`src/rtl/lcmv_pkg.sv`:
```
// Shared types and helpers for the index-generator slice: the sweep FSM
// state encoding and the index-width rule used for row/column buses.
package lcmv_pkg;

  typedef enum logic [1:0] {
    ST_IDLE = 2'd0,
    ST_RUN  = 2'd1,
    ST_DONE = 2'd2
  } index_gen_state_t;

  // A dimension of size 1 still needs a one-bit index bus.
  function automatic int unsigned idx_width(input int unsigned n);
    return (n > 32'd1) ? $clog2(n) : 32'd1;
  endfunction

endpackage

```
`src/rtl/counter_down_load.sv`:
```
// Loadable down-counter with a programmable floor; reaching the floor on a
// down step reloads the counter instead of wrapping through zero.
module counter_down_load #(
  parameter int unsigned W = 1
) (
  input  logic         clk,
  input  logic         rst,
  input  logic         load,
  input  logic [W-1:0] load_val,
  input  logic         down,
  input  logic [W-1:0] min_val,
  output logic         min_hit,
  output logic [W-1:0] out
);

  logic [W-1:0] cnt_q;
  logic [W-1:0] cnt_d;

  assign min_hit = (cnt_q == min_val);
  assign out     = cnt_q;

  // Next count: load wins over down; a step at the floor reloads.
  always_comb begin
    cnt_d = cnt_q;
    if (load) begin
      cnt_d = load_val;
    end else if (down) begin
      if (min_hit) begin
        cnt_d = load_val;
      end else begin
        cnt_d = cnt_q - W'(1);
      end
    end else begin
      cnt_d = cnt_q;
    end
  end

  // Count register.
  always_ff @(posedge clk or posedge rst) begin
    if (rst) begin
      cnt_q <= '0;
    end else begin
      cnt_q <= cnt_d;
    end
  end

endmodule

```
`src/rtl/reverse_index_gen.sv`:
```
// Emits (row, col) index pairs in reverse raster order over a ROWS x COLS
// grid, optionally restricted to the upper triangle, with valid/ready flow.
module reverse_index_gen
  import lcmv_pkg::*;
#(
  parameter int unsigned ROWS      = 4,
  parameter int unsigned COLS      = 4,
  parameter bit          UPPER_TRI = 1'b0,
  localparam int unsigned RW       = idx_width(ROWS),
  localparam int unsigned CW       = idx_width(COLS)
) (
  input  logic          clk,
  input  logic          rst,
  input  logic          start,
  input  logic          abort,
  output logic          out_valid,
  input  logic          out_ready,
  output logic [RW-1:0] row,
  output logic [CW-1:0] col,
  output logic          last,
  output logic          busy,
  output logic          done
);

  localparam logic [RW-1:0] ROW_MAX = RW'(ROWS - 1);
  localparam logic [CW-1:0] COL_MAX = CW'(COLS - 1);

  if (ROWS < 1 || COLS < 1) begin : g_bad_dims
    $error("reverse_index_gen: ROWS and COLS must be at least 1");
  end
  if (UPPER_TRI && (ROWS != COLS)) begin : g_bad_tri
    $error("reverse_index_gen: UPPER_TRI requires ROWS == COLS");
  end

  index_gen_state_t state_q;
  index_gen_state_t state_d;
  logic [RW-1:0]    row_q;
  logic [RW-1:0]    row_d;
  logic [CW-1:0]    col_cnt;
  logic [CW-1:0]    col_min;
  logic             col_hit;
  logic             col_load;
  logic             col_down;
  logic             run;
  logic             xfer;
  logic             last_idx;

  // In the triangular sweep a row ends on the diagonal.
  assign col_min  = UPPER_TRI ? CW'(row_q) : '0;
  assign run      = (state_q == ST_RUN);
  assign xfer     = run && out_ready;
  assign last_idx = run && (row_q == '0) && col_hit;

  assign out_valid = run;
  assign busy      = run;
  assign done      = (state_q == ST_DONE);
  assign last      = last_idx;
  assign row       = row_q;
  assign col       = col_cnt;

  counter_down_load #(
    .W (CW)
  ) u_col (
    .clk      (clk),
    .rst      (rst),
    .load     (col_load),
    .load_val (COL_MAX),
    .down     (col_down),
    .min_val  (col_min),
    .min_hit  (col_hit),
    .out      (col_cnt)
  );

  // Sweep control: abort dominates; the final transfer leaves indices at
  // (0, col_min) rather than stepping past them.
  always_comb begin
    state_d  = state_q;
    row_d    = row_q;
    col_load = 1'b0;
    col_down = 1'b0;
    case (state_q)
      ST_IDLE: begin
        if (abort) begin
          state_d = ST_IDLE;
        end else if (start) begin
          state_d  = ST_RUN;
          row_d    = ROW_MAX;
          col_load = 1'b1;
        end else begin
          state_d = ST_IDLE;
        end
      end
      ST_RUN: begin
        if (abort) begin
          state_d = ST_IDLE;
        end else if (xfer) begin
          if (last_idx) begin
            state_d = ST_DONE;
          end else begin
            col_down = 1'b1;
            if (col_hit) begin
              row_d = row_q - RW'(1);
            end else begin
              row_d = row_q;
            end
          end
        end else begin
          state_d = ST_RUN;
        end
      end
      ST_DONE: begin
        state_d = ST_IDLE;
      end
      default: begin
        state_d = ST_IDLE;
      end
    endcase
  end

  // State and row registers.
  always_ff @(posedge clk or posedge rst) begin
    if (rst) begin
      state_q <= ST_IDLE;
      row_q   <= '0;
    end else begin
      state_q <= state_d;
      row_q   <= row_d;
    end
  end

endmodule
```
`config.mk`:
```
export PLATFORM = sky130hd
export DESIGN_NAME = reverse_index_gen
export DESIGN_NICKNAME = d
export VERILOG_FILES = /design/src/rtl/lcmv_pkg.sv /design/src/rtl/counter_down_load.sv /design/src/rtl/reverse_index_gen.sv
export SDC_FILE = /design/constraint.sdc
export NUM_CORES = 1
export LEC_CHECK = 0
export CORE_AREA = 5 5 42 44
export CTS_CLUSTER_DIAMETER = 100
export CTS_CLUSTER_SIZE = 8
export DETAILED_ROUTE_END_ITERATION = 10
export DIE_AREA = 0 0 47 49
export PLACE_DENSITY = 0.61
export RECOVER_POWER = 50
export REMOVE_ABC_BUFFERS = 1
export SYNTH_ARGS = -nofsm -noshare
export SYNTH_HDL_FRONTEND = slang
export SYNTH_SLANG_ARGS = --single-unit
```
`constraint.sdc`:
```
create_clock -name clk -period 2 [get_ports clk]
set_clock_uncertainty 0.15 [all_clocks]
set_input_delay 0.3 -clock clk [delete_from_list [all_inputs] [get_ports clk]]
set_output_delay 0.3 -clock clk [all_outputs]
set_load 0.03 [all_outputs]
```
==> flow_summary.json <==
{
  "synthMostInstantiatedCell": "inv_1",
  "viasPerCell": 4.39,
  "synthToLayoutAreaGrowth_pct": 48.1,
  "yosysTopAreaCellShare_pct": 41.5,
  "die_area_um2": 2300,
  "internal_power_mw": 0.269,
  "yosysSeqAreaShare_pct": 41.5,
  "clock_power_share_pct": 27.0,
  "tightest_slew_ns": 0.441,
  "worstPathRequired_ns": 1.55,
  "wire_per_inst_um": 10.1,
  "power.switching_mw": 0.125,
  "peakVddDrop_mv": 0.317,
  "cts_buffer_depth": 2,
  "end_kind": "output pin",
  "status": "complete, no violations",
  "p_total_mw": 0.393,
  "cts.sink_count": 6,
  "dp_cells": 66,
  "maxSlewViolCount": 0,
  "fillers": 150,
  "clk_latency_ns": 0.24,
  "leakagePower_nw": 0.285,
  "postSynthAreaPerCell_um2": 9.77,
  "die_w_um": 47,
  "cts_setup_buffers": 0,
  "vias": 303,
  "setup_viol": 0,
  "grt_pass1_vias": 289,
  "cts_inserted_buffers": 3,
  "overflow": 0,
  "ios": 13,
  "first_iter_violations": 3,
  "p_per_area_nw_per_um2": 734,
  "cap_violations": 0,
  "combPwrFrac_pct": 35.2,
  "postCtsHoldBufs": 0,
  "h-tree-depth": 1,
  "place_congestion": 0.619,
  "placed_cell_area_um2": 509,
  "seqCellArea_um2": 150,
  "place_hpwl_um": 602,
  "synth_commonest_cells": "inv_1, dfrtp_1, nor2_1",
  "ys_ff_latch": 6,
  "crit_type": "flip-flop to output pin",
  "startpoint_type": "flip-flop",
  "drt_wl_total_um": 699,
  "seqPwrFrac_pct": 37.8,
  "hold_violations": 0,
  "fin_cells": 69,
  "grt_pass1_wl_mm": 1.17,
  "path_max_fanout": 3,
  "nets": 62,
  "crit_family": "buffers and inverters",
  "synth-edff-count": 0,
  "synthDistinctLibCells": 20,
  "cp_num_buf_inv": 2,
  "p_sw_share_pct": 31.7,
  "fp-row-count": 14,
  "clk_pin_slew_ns": 0.04,
  "crit_slowest_cell": "dfrtp_1",
  "rr_worst_depth": 5,
  "start_util_pct": 25.8,
  "timing.final.crit_share_pct": 94.0,
  "synth_cells": 37,
  "ys_async_sr_fraction_pct": 100,
  "worstPathCellList": "inv_1, ha_1, nand2_1, nor2_1, clkdlybuf4s15_1",
  "die_height_um": 49,
  "crit_cells": 5,
  "drtAntennaViolNets": 0,
  "antenna_cells": 0,
  "final_area_um2": 536,
  "rsz0062_at_grt": "false",
  "multi_input_area_um2": 178,
  "cpPeakStageDelay_ns": 0.39,
  "tns_ns": 0,
  "ys_warn_count": 0,
  "io_buffers": 12,
  "core-area_um2": 1400,
  "fmax_mhz": 532,
  "tritoncts": "done",
  "slew_headroom_pct": 70.2,
  "fin_crit_ns": 1.88,
  "synth.cell_area_um2": 362,
  "drive_gt1_share_pct": 18.9,
  "cts-root-buf": "clkbuf_4",
  "antenna_found_initial": 0,
  "yosys.area.top_type": "dfrtp_1",
  "drt-pass1-iter-count": 2,
  "drcViolationCount": 0,
  "grt_max_degree": 8,
  "synth_top_cells_by_area": "dfrtp_1, inv_1, ha_1",
  "hold_class": "primary input to asynchronous set/reset pin",
  "cp.arrival_ns": 1.43,
  "track_usage_pct": 7.22,
  "synthFlopType": "dfrtp_1"
}
## cell usage in the layout (no fill, tap or decap), types with 2 or more instances in the layout
master	Yosys	final
dlygate4sd3_1	0	2
nor2_1	6	6
buf_4	1	2
dlymetal6s2s_1	0	2
dfrtp_1	6	6
ha_1	2	2
inv_1	7	7
clkdlybuf4s50_1	0	6
clkbuf_4	0	3
## per-stage QoR
stage	hold WS (ns)	util, %	worst slack [ns]
6_report	0.260	38.2	0.121
5_1_grt	0.264	38.2	0.00598
4_1_cts	0.128	37.8	0.00342
3_5_place_dp	0.377	36.3	0.0736
3_3_place_gp	0.367	36.3	0.0709
2_1_floorplan	-0.0590	-	0.182
## per-layer routing
layer  track usage, %  vias to the layer above  share of wire, %
met4             8.29                        0               4.3
met1             9.38                      132                46
met5                0                        -                 0
li1                 -                      158                 -
met2             8.82                        9                44
met3             1.11                        4               5.3
## logic make-up (layout without fill, tap and decap cells)
| group | Yosys count | count (layout) | share of synthesized area [%] |
|---|---|---|---|
| simple gates | 15 | 15 | 25.3 |
| buf+inv | 8 | 24 | 9.34 |
| flops | 6 | 6 | 41.5 |
| compound gates | 4 | 4 | 11.1 |
| fa+ha+maj | 2 | 2 | 6.92 |
| mux | 2 | 2 | 5.88 |
## final cells by class
class / instances / share of cell area (%)
clock buffers: 3 / 4.21
inverters: 7 / 4.91
multi-input cells: 23 / 33.2
flip-flops and latches: 6 / 28.0
well taps: 16 / 3.74
repair buffers: 14 / 25.9
## repair_timing
action / CTS / global route
endpoints found under the hold margin: 0 / 0
setup endpoints to repair: 2 / 3
gates resized for setup: 2 / 3
## state kept, by name, indices dropped and copies added (netlist names)
register	cells
row	2
u_col.out	2
state_q	2
## worst reg2reg max path, delay by kind of cell (launching register included)
family | cells | cell delay [ns]
fa+ha+maj | 1 | 0.18
buf+inv | 1 | 0.05
simple gates | 2 | 0.52
flops | 1 | 0.36
mux | 1 | 0.27
## worst paths after layout
kind / start / slack, ns / to
worst max-delay path: u_col.out[1] / 0.12 / last
worst min-delay path: rst / 0.26 / state_q[1]
worst max register to register: row[1] / 0.35 / row[0]
worst min register to register: row[1] / 0.38 / row[1]
max in group asynchronous: rst / 1.25 / u_col.out[0]
min in group clk: row[1] / 0.38 / row[1]
## power groups by stage
stage | logic, mW | clock network [mW] | registers, mW
after floorplan | 0.0533 | 0 | 0.177
after global placement | 0.141 | 0 | 0.151
after detailed placement | 0.142 | 0 | 0.151
after CTS | 0.143 | 0.112 | 0.149
after global routing | 0.150 | 0.123 | 0.152
final | 0.138 | 0.106 | 0.149
(Power assumes the default switching activity.)
